File: config.mk
export PLATFORM = sky130hd
export DESIGN_NAME = vfpu_dutw_bridge_flat
export DESIGN_NICKNAME = d
export VERILOG_FILES = /design/src/rtl/vfpu_dutw_bridge_if.sv /design/src/rtl/vfpu_dutw_bridge.sv /design/src/flat_wrapper.sv
export SDC_FILE = /design/constraint.sdc
export NUM_CORES = 1
export LEC_CHECK = 0
export BUFFER_PORTS_ARGS = -buffer_cell sky130_fd_sc_hd__buf_2
export CAP_MARGIN = 40
export CORE_MARGIN = 4
export CORE_UTILIZATION = 50
export DETAILED_ROUTE_END_ITERATION = 10
export PLACE_DENSITY_LB_ADDON = 0.05
export SETUP_SLACK_MARGIN = 0.1
export SLEW_MARGIN = 10
export SYNTH_ARGS = -nofsm -noshare
export SYNTH_HDL_FRONTEND = slang
export SYNTH_SLANG_ARGS = --single-unit
File: constraint.sdc
create_clock -name clk -period 10.4 [get_ports clk]
set_clock_uncertainty 0.15 [all_clocks]
set_input_delay 0.52 -clock clk [delete_from_list [all_inputs] [get_ports clk]]
set_output_delay 0.52 -clock clk [all_outputs]
set_load 0.005 [all_outputs]
File: src/rtl/vfpu_dutw_bridge_if.sv
// Operand/result bus joining the test side, the DUT-side bridge and the VFPU core.
// The bridge takes the slave modport; the test side and the core model take the master modport.
interface vfpu_dutw_bridge_if #(
  parameter int DW = 32
);
  // Test side: operands qualified by op_vld, results qualified by res_rdy.
  logic          op_vld;
  logic [DW-1:0] operand_a;
  logic [DW-1:0] operand_b;
  logic [DW-1:0] operand_c;
  logic [DW-1:0] res;
  logic          res_rdy;

  // Core side.
  logic          core_op_vld;
  logic          core_op_rdy;
  logic [DW-1:0] core_operand_a;
  logic [DW-1:0] core_operand_b;
  logic [DW-1:0] core_operand_c;
  logic          core_res_vld;
  logic [DW-1:0] core_res;

  modport slave (
    input  op_vld, operand_a, operand_b, operand_c,
    input  core_op_rdy, core_res_vld, core_res,
    output res, res_rdy,
    output core_op_vld, core_operand_a, core_operand_b, core_operand_c
  );

  modport master (
    output op_vld, operand_a, operand_b, operand_c,
    output core_op_rdy, core_res_vld, core_res,
    input  res, res_rdy,
    input  core_op_vld, core_operand_a, core_operand_b, core_operand_c
  );
endinterface

File: src/rtl/vfpu_dutw_bridge.sv
// DUT-side bridge: buffers operand triples, issues them to the VFPU core under a credit limit
// and returns core results as res/res_rdy. Optional statistics ports: VFPU_BRIDGE_STAT_EN.
module vfpu_dutw_bridge #(
  parameter int DW         = 32,
  parameter int FIFO_DEPTH = 8,
  parameter int MAX_OUT    = 4
) (
  input  logic               clk,
  input  logic               rst,
  vfpu_dutw_bridge_if.slave  bus,
  output logic               ovf_err,
  output logic               proto_err,
  output logic               busy
`ifdef VFPU_BRIDGE_STAT_EN
  ,
  output logic [15:0]        ops_in_cnt,
  output logic [15:0]        ops_out_cnt,
  output logic [15:0]        drop_cnt
`endif
);

  localparam int AW = $clog2(FIFO_DEPTH);
  localparam int PW = AW + 1;
  localparam int IW = $clog2(MAX_OUT + 1);
  localparam logic [IW-1:0] MAX_CNT = IW'(MAX_OUT);

  logic [3*DW-1:0] mem [FIFO_DEPTH];
  logic [3*DW-1:0] head;
  logic [PW-1:0]   wr_ptr, rd_ptr, wr_ptr_nxt, rd_ptr_nxt;
  logic [IW-1:0]   inflight, inflight_nxt;
  logic            empty, full, credit_ok;
  logic            issue, push_ok, drop, res_orphan;

  assign empty = (wr_ptr == rd_ptr);
  assign full  = (wr_ptr[AW] != rd_ptr[AW]) && (wr_ptr[AW-1:0] == rd_ptr[AW-1:0]);
  assign credit_ok = (inflight < MAX_CNT);

  // Core handshake: a triple transfers on a clock edge where core_op_vld and core_op_rdy are
  // both high. While core_op_vld is high and core_op_rdy low the offered head does not change,
  // and core_op_vld cannot drop because no issue consumes a credit. The test side has no
  // backpressure: op_vld is sampled every cycle and a push into a full FIFO that is not popped
  // in the same cycle is lost.
  assign head = mem[rd_ptr[AW-1:0]];
  assign bus.core_op_vld = !empty && credit_ok;
  // Gating with empty keeps the operand outputs at zero out of reset.
  assign {bus.core_operand_a, bus.core_operand_b, bus.core_operand_c} = empty ? '0 : head;

  assign issue      = bus.core_op_vld && bus.core_op_rdy;
  assign push_ok    = bus.op_vld && (!full || issue);
  assign drop       = bus.op_vld && full && !issue;
  assign res_orphan = bus.core_res_vld && (inflight == '0);

  always_comb begin
    wr_ptr_nxt   = push_ok ? wr_ptr + PW'(1) : wr_ptr;
    rd_ptr_nxt   = issue   ? rd_ptr + PW'(1) : rd_ptr;
    inflight_nxt = inflight;
    if (issue && !bus.core_res_vld) begin
      inflight_nxt = inflight + IW'(1);
    end else if (!issue && bus.core_res_vld && !res_orphan) begin
      inflight_nxt = inflight - IW'(1);
    end
  end

  // Storage is not reset; only the pointers define what is valid.
  always_ff @(posedge clk) begin
    if (push_ok) begin
      mem[wr_ptr[AW-1:0]] <= {bus.operand_a, bus.operand_b, bus.operand_c};
    end
  end

  always_ff @(posedge clk or posedge rst) begin
    if (rst) begin
      wr_ptr      <= '0;
      rd_ptr      <= '0;
      inflight    <= '0;
      busy        <= 1'b0;
      bus.res     <= '0;
      bus.res_rdy <= 1'b0;
      ovf_err     <= 1'b0;
      proto_err   <= 1'b0;
    end else begin
      wr_ptr      <= wr_ptr_nxt;
      rd_ptr      <= rd_ptr_nxt;
      inflight    <= inflight_nxt;
      busy        <= (wr_ptr_nxt != rd_ptr_nxt) || (inflight_nxt != '0);
      bus.res_rdy <= bus.core_res_vld;
      if (bus.core_res_vld) begin
        bus.res <= bus.core_res;
      end
      if (drop) begin
        ovf_err <= 1'b1;
      end
      if (res_orphan) begin
        proto_err <= 1'b1;
      end
    end
  end

`ifdef VFPU_BRIDGE_STAT_EN
  // ops_out_cnt steps on the same edge that raises res_rdy, so both agree cycle for cycle.
  always_ff @(posedge clk or posedge rst) begin
    if (rst) begin
      ops_in_cnt  <= '0;
      ops_out_cnt <= '0;
      drop_cnt    <= '0;
    end else begin
      if (push_ok) begin
        ops_in_cnt <= ops_in_cnt + 16'd1;
      end
      if (bus.core_res_vld) begin
        ops_out_cnt <= ops_out_cnt + 16'd1;
      end
      if (drop && (drop_cnt != 16'hFFFF)) begin
        drop_cnt <= drop_cnt + 16'd1;
      end
    end
  end
`endif

  a_head_stable: assert property (@(posedge clk) disable iff (rst)
    (bus.core_op_vld && !bus.core_op_rdy) |=> (bus.core_op_vld && $stable(head)));

  a_credit_bound: assert property (@(posedge clk) disable iff (rst)
    inflight <= MAX_CNT);

endmodule

File: src/flat_wrapper.sv
// flat-port wrapper written by rule: the top's interface ports become plain ports
module vfpu_dutw_bridge_flat 
#(
  parameter int DW         = 32,
  parameter int FIFO_DEPTH = 8,
  parameter int MAX_OUT    = 4
)
  (clk, rst, ovf_err, proto_err, busy, bus_op_vld, bus_operand_a, bus_operand_b, bus_operand_c, bus_core_op_rdy, bus_core_res_vld, bus_core_res, bus_res, bus_res_rdy, bus_core_op_vld, bus_core_operand_a, bus_core_operand_b, bus_core_operand_c);
  vfpu_dutw_bridge_if #(.DW(DW)) bus_i ();
  input  logic clk;
  input  logic rst;
  output logic ovf_err;
  output logic proto_err;
  output logic busy;
  input wire logic [$bits(bus_i.op_vld)-1:0] bus_op_vld;
  input wire logic [$bits(bus_i.operand_a)-1:0] bus_operand_a;
  input wire logic [$bits(bus_i.operand_b)-1:0] bus_operand_b;
  input wire logic [$bits(bus_i.operand_c)-1:0] bus_operand_c;
  input wire logic [$bits(bus_i.core_op_rdy)-1:0] bus_core_op_rdy;
  input wire logic [$bits(bus_i.core_res_vld)-1:0] bus_core_res_vld;
  input wire logic [$bits(bus_i.core_res)-1:0] bus_core_res;
  output wire logic [$bits(bus_i.res)-1:0] bus_res;
  output wire logic [$bits(bus_i.res_rdy)-1:0] bus_res_rdy;
  output wire logic [$bits(bus_i.core_op_vld)-1:0] bus_core_op_vld;
  output wire logic [$bits(bus_i.core_operand_a)-1:0] bus_core_operand_a;
  output wire logic [$bits(bus_i.core_operand_b)-1:0] bus_core_operand_b;
  output wire logic [$bits(bus_i.core_operand_c)-1:0] bus_core_operand_c;
  assign bus_i.op_vld = bus_op_vld;
  assign bus_i.operand_a = bus_operand_a;
  assign bus_i.operand_b = bus_operand_b;
  assign bus_i.operand_c = bus_operand_c;
  assign bus_i.core_op_rdy = bus_core_op_rdy;
  assign bus_i.core_res_vld = bus_core_res_vld;
  assign bus_i.core_res = bus_core_res;
  assign bus_res = bus_i.res;
  assign bus_res_rdy = bus_i.res_rdy;
  assign bus_core_op_vld = bus_i.core_op_vld;
  assign bus_core_operand_a = bus_i.core_operand_a;
  assign bus_core_operand_b = bus_i.core_operand_b;
  assign bus_core_operand_c = bus_i.core_operand_c;
  vfpu_dutw_bridge #(.DW(DW), .FIFO_DEPTH(FIFO_DEPTH), .MAX_OUT(MAX_OUT)) u_core (.clk(clk), .rst(rst), .bus(bus_i), .ovf_err(ovf_err), .proto_err(proto_err), .busy(busy));
endmodule
==> results.py, run 1 <==
metrics = {
    "outcome": {
        "status": "finished, final reports clean",
    },
    "power": {
        "leakage_nw": 13.0,
        "total_power_mw": 10.6,
        "p_per_area_mw_per_mm2": 281,
        "peakVddDrop_uv": 177,
    },
    "timing": {
        "post-route-period-util_pct": 46.1,
        "hold_viol": 0,
        "fin_hold_ws_ns": 0.0360,
        "finalWorstSetupSlack_ns": 5.61,
        "rsz0062_at_grt": "no",
        "min_period_ns": 4.79,
        "fin_setup_tns_ns": 0,
        "slew_viol_final": 0,
        "max_freq_mhz": 209,
        "setup_viol": 0,
        "tightest_slew_ns": 0.866,
        "slew_headroom_pct": 42.3,
    },
    "detailed_routing": {
        "wl_per_cell_um": 24.5,
        "firstDrtPassIters": 5,
        "routed_wl_mm": 66.8,
        "vias_per_cell": 5.59,
        "first_iter_violations": 942,
        "route.detailed.drc": 0,
        "via_count": 15235,
        "antenna_left": 0,
    },
    "worst_hold_path": {
        "hp-class": "in -> reg",
    },
    "synthesis": {
        "yosysUniqueCellTypes": 49,
        "ys_ff_latch": 815,
        "synth_area_per_cell_um2": 22.3,
        "syn_area_mm2": 0.0314,
        "yosysWarnings": 0,
        "synth_seq_area_share_pct": 77.2,
        "ys_async_sr_fraction_pct": 5.77,
        "syn_nets": 1548,
        "synthCells": 1410,
        "synthFlopType": "edfxtp_1",
        "synth-edff-count": 768,
    },
    "floorplanning": {
        "boundaryPins": 266,
        "fp.dieH_um": 259,
        "num_rows": 91,
        "initial_utilization_pct": 50.7,
        "dieArea_mm2": 0.0669,
        "coreArea_mm2": 0.0619,
        "die_x_um": 259,
    },
    "global_routing": {
        "grt_pass1_wl_mm": 102,
        "grt_pass1_vias": 16617,
        "track_usage_pct": 20.3,
        "grt-ovfl-total": 0,
        "grt_max_degree": 53,
        "antenna_found_initial": 6,
    },
    "worst_setup_path": {
        "cp_num_buf_inv": 4,
        "cp_max_fo": 35,
        "path_class": "reg -> out",
        "cp_common_cell": "buf_4",
        "path_cells": "buf_4 > buf_4 > buf_12 > mux4_2 > mux2i_1 > nor2_1 > buf_2",
        "cp_top_family": "buffers and inverters",
        "cp_slowest_stage_delay_ns": 0.86,
        "critPathLaunchType": "flip-flop",
        "critPathRequiredTime_ns": 9.73,
        "cp-end-kind": "output pin",
        "critPathArrivalTime_ns": 4.12,
        "slowest_stage": "dfrtp_4",
    },
    "run": {
        "maxCapViolCount": 0,
    },
    "clock_network": {
        "cts_buffers": 84,
        "postCtsHoldBufs": 90,
        "cts-htree-levels": 3,
        "cts_root_buf": "clkbuf_16",
        "clkTransAtPathRegs_ns": 0.06,
        "cts_tree": "built",
        "post_cts_resized": 0,
        "clock_sinks": 815,
        "cts_setup_buffers": 0,
        "clockBufferDepth": 3,
        "clk_latency_ns": 0.61,
    },
    "placed_design": {
        "dp_hpwl_mm": 37.6,
        "gp_congestion": 0.729,
        "placed_area_mm2": 0.0340,
        "place_worst_setup_slack_ns": 5.85,
        "port_buffers": 265,
    },
    "cells_and_area": {
        "final_area_mm2": 0.0376,
        "nNetsFinal": 1956,
        "drive_above_1_share_pct": 36.1,
        "syn2layout_area_growth_pct": 19.6,
    },
}
synthesized netlist by cell type (2+ instances only):
cell / number / area share, %
xor2_2: 3 / 0.16
nand2_1: 11 / 0.13
mux2_2: 32 / 1.1
dfrtp_1: 47 / 3.7
buf_4: 5 / 0.12
edfxtp_1: 768 / 73
o221ai_1: 2 / 0.056
mux4_2: 192 / 14
mux2_4: 2 / 0.096
clkbuf_1: 30 / 0.36
xor2_1: 4 / 0.11
a21oi_1: 4 / 0.064
o21ai_0: 6 / 0.096
inv_1: 5 / 0.060
buf_2: 27 / 0.43
nand2b_1: 3 / 0.060
mux2i_1: 96 / 3.1
buf_1: 13 / 0.16
xnor2_2: 5 / 0.26
o211ai_1: 2 / 0.048
ha_1: 5 / 0.20
xnor2_1: 4 / 0.11
nand3_1: 2 / 0.032
nor3_1: 7 / 0.11
nor2_1: 108 / 1.3
nand4_1: 4 / 0.080
layout by cell type (no fill, tap or decap), types with 21 or more instances in the layout:
master	synthesis	routed
dfrtp_1	47	44
edfxtp_1	768	768
mux2_2	32	32
clkbuf_1	30	21
buf_4	5	29
clkbuf_16	0	88
dlygate4sd3_1	0	90
buf_2	27	265
mux4_2	192	192
nor2_1	108	102
mux2i_1	96	96
registers in the layout (all words and copies together), names as in the netlist:
register,count
u_core.mem,768
u_core.bus.res_rdy,1
u_core.ovf_err,1
u_core.bus.res,32
u_core.busy,1
u_core.wr_ptr,4
u_core.rd_ptr,4
u_core.proto_err,1
u_core.inflight,3
logic make-up after synthesis:
group           share of synthesized area (%)
flops                                    77.2
mux                                      18.1
simple gates                             2.05
buf+inv                                  1.12
compound gates                          0.709
xor+xnor                                0.638
fa+ha+maj                               0.199
through the flow:
| stage | std cells | utilization (%) |
|---|---|---|
| finish | 2725 | 60.6 |
| global route | 2725 | 60.6 |
| CTS | 2722 | 60.6 |
| detailed placement | 2477 | 54.8 |
| global placement | 2466 | 54.5 |
| floorplan | 1410 | - |
power by group:
group          leakage [nW]  internal, mW  total [mW]  switching [mW]
Clock                  1.31          1.68        2.89            1.22
Sequential             7.52          4.12        4.34           0.217
Combinational          4.13          1.55        3.34            1.79
worst register-to-register path, delay by kind of cell, from the launching register on:
family | cells | cell delay, ns
flip-flops | 1 | 0.74
buffers and inverters | 2 | 1.39
XOR/XNOR | 1 | 0.45
AND/OR/NAND/NOR | 4 | 1.29
routing by layer:
layer,up-vias,part of all wire [%],global-route usage [%]
met5,-,0.075,0
met2,329,50,34.1
li1,6646,-,-
met1,8144,42,27.7
met4,8,2.0,4.93
met3,108,5.1,4.12
worst paths after layout:
path | slack [ns] | from | endpoint | cells past startpoint
worst min-delay path | 0.04 | bus_operand_a[24] | u_core.mem[1][88] | 1
min in group asynchronous | 0.31 | rst | u_core.bus.res[3] | 3
worst max-delay path | 5.61 | u_core.rd_ptr[0] | bus_core_operand_b[16] | 7
max in group asynchronous | 9.29 | rst | u_core.bus.res[13] | 4
worst min register to register | 0.31 | u_core.proto_err | u_core.proto_err | 1
worst max register to register | 5.99 | u_core.rd_ptr[1] | u_core.mem[7][29] | 7
final cells by class:
| class | count | area, um^2 |
|---|---|---|
| Multi-Input combinational cell | 515 | 6870 |
| Fill cell | 4574 | 24400 |
| Tap cell | 837 | 1050 |
| Clock inverter | 46 | 378 |
| Inverter | 5 | 18.8 |
| Sequential cell | 815 | 24200 |
| Antenna cell | 1 | 2.50 |
| Clock buffer | 109 | 2280 |
| Timing Repair Buffer | 397 | 2720 |
(Power assumes the default switching activity.)
==> run 2: changes to the inputs <==
Clock period 10.4 ns to 4.4 ns, I/O delays scaled along.
==> run 2 against run 1 <==
Effect of this change: critical path depth is 1 lower; hold slack gained 0.19 ns; die area did not move; critical path type unchanged; via count decreased by 0.24%.
==> results.py, run 2 (synthesized netlist as in run 1, its figures left out) <==
metrics = {
    "detailed_routing": {
        "vias_per_cell": 5.49,
        "firstDrtPassIters": 5,
        "first_iter_violations": 1055,
        "routed_wl_mm": 66.0,
        "via_count": 15198,
        "antenna_left": 0,
        "route.detailed.drc": 0,
        "wl_per_cell_um": 23.9,
    },
    "worst_setup_path": {
        "rrSetupSlack_ns": 1.17,
        "path_class": "reg -> out",
        "cp-end-kind": "output pin",
        "slowest_stage": "dfrtp_4",
        "path_cells": "buf_4 > buf_4 > mux4_2 > mux2i_1 > nor2_1 > buf_2",
        "ff2ff_path_depth": 6,
        "cp_slowest_stage_delay_ns": 0.70,
        "cp.depth": 6,
        "cp_common_cell": "buf_4",
        "critPathLaunchType": "flip-flop",
        "critPathArrivalTime_ns": 3.49,
        "cp_top_family": "buffers and inverters",
        "critPathRequiredTime_ns": 4.03,
        "cp_num_buf_inv": 3,
        "cp_max_fo": 43,
    },
    "global_routing": {
        "grt_pass1_wl_mm": 102,
        "grt_pass1_vias": 16466,
        "grt-ovfl-total": 0,
        "antenna_found_initial": 9,
        "grt_max_degree": 93,
        "track_usage_pct": 20.0,
    },
    "timing": {
        "finalWorstSetupSlack_ns": 0.536,
        "fin_setup_tns_ns": 0,
        "tightest_slew_ns": 0.805,
        "setup_viol": 0,
        "fin_hold_ws_ns": 0.230,
        "rsz0062_at_grt": "no",
        "slew_headroom_pct": 46.3,
        "post-route-period-util_pct": 87.8,
        "slew_viol_final": 0,
        "max_freq_mhz": 259,
        "hold_viol": 0,
        "min_period_ns": 3.86,
    },
    "run": {
        "maxCapViolCount": 0,
    },
    "placed_design": {
        "port_buffers": 265,
        "gp_congestion": 0.726,
        "dp_hpwl_mm": 35.4,
        "place_worst_setup_slack_ns": 1.09,
    },
    "clock_network": {
        "clkTransAtPathRegs_ns": 0.06,
        "cts_root_buf": "clkbuf_16",
        "cts_tree": "built",
        "clockBufferDepth": 3,
        "postCtsHoldBufs": 133,
        "clock_sinks": 815,
        "cts_buffers": 84,
        "post_cts_resized": 0,
        "cts_setup_buffers": 0,
        "cts-htree-levels": 3,
        "clk_latency_ns": 0.62,
    },
    "cells_and_area": {
        "syn2layout_area_growth_pct": 21.3,
        "final_common_cell": "edfxtp_1",
        "nNetsFinal": 1991,
        "largest_reg_flops": 768,
        "drive_above_1_share_pct": 35.3,
        "final_cell_mix": "768 x edfxtp_1, 265 x buf_2, 192 x mux4_2, 133 x dlygate4sd3_1, 102 x nor2_1",
    },
    "power": {
        "peakVddDrop_uv": 405,
        "leakage_nw": 13.2,
        "p_per_area_mw_per_mm2": 661,
    },
    "floorplanning": {
        "fp.dieH_um": 259,
        "initial_utilization_pct": 50.7,
        "dieArea_mm2": 0.0669,
        "boundaryPins": 266,
        "num_rows": 91,
        "die_x_um": 259,
        "coreArea_mm2": 0.0619,
    },
    "worst_hold_path": {
        "min_path_cells": 3,
        "hp-class": "in -> reg",
    },
    "outcome": {
        "status": "finished, final reports clean",
    },
}
run 2: cell types whose count changed in the layout (fill, tap and decap cells not counted), moves of 2 or more:
| cell | delta |
|---|---|
| clkbuf_1 | -3 |
| buf_4 | -12 |
| buf_12 | +7 |
| diode_2 | +5 |
| buf_16 | -3 |
| bufinv_16 | +5 |
| dlygate4sd3_1 | +43 |
| nor3_4 | +2 |
| nor3_2 | -2 |
run 2: worst paths after layout:
kind,startpoint,end
max,u_core.rd_ptr[1],bus_core_operand_c[26]
min,bus_core_res[21],u_core.bus.res[21]
max reg2reg,u_core.rd_ptr[2],u_core.mem[4][75]
min reg2reg,u_core.proto_err,u_core.proto_err
max in group asynchronous,rst,u_core.rd_ptr[2]
min in group asynchronous,rst,u_core.bus.res[14]
run 2: layout make-up:
type / instances / area (um^2)
Sequential cell: 815 / 24200
Fill cell: 4491 / 23800
Multi-Input combinational cell: 515 / 6880
Timing Repair Buffer: 432 / 3120
Clock buffer: 106 / 2260
Tap cell: 837 / 1050
Clock inverter: 50 / 509
Inverter: 5 / 18.8
Antenna cell: 6 / 15.0
run 2: worst reg2reg max path, delay by kind of cell, from the launching register on:
kind,cells,cell delay [ns]
flip-flops,1,0.86
AO/OA/AOI/OAI,1,0.10
AND/OR/NAND/NOR,3,1.19
buffers and inverters,1,0.34
XOR/XNOR,1,0.25
run 2: metal layers:
layer	global-route usage, %	share of wire [%]	vias up
li1	-	-	6719
met4	4.89	1.7	4
met3	3.64	4.9	84
met1	27.4	43	8044
met2	34.0	51	347
met5	0	0.032	-
run 2: report_power, final:
part	switching [mW]	internal, mW	leakage, nW
registers	0.470	9.73	7.52
logic	4.25	3.64	4.27
clock network	2.85	4.23	1.36
total	7.58	17.6	13.2
run 2: through the flow:
stage | std cells | instance area (um^2) | power (mW) | util (%)
floorplan | 1410 | 31400 | 15.4 | -
detailed placement | 2471 | 34000 | 18.4 | 54.9
CTS | 2760 | 38100 | 25.6 | 61.5
global route | 2765 | 38100 | 26.5 | 61.5
finish | 2766 | 38100 | 25.2 | 61.5
global placement | 2469 | 34000 | 18.3 | 54.8
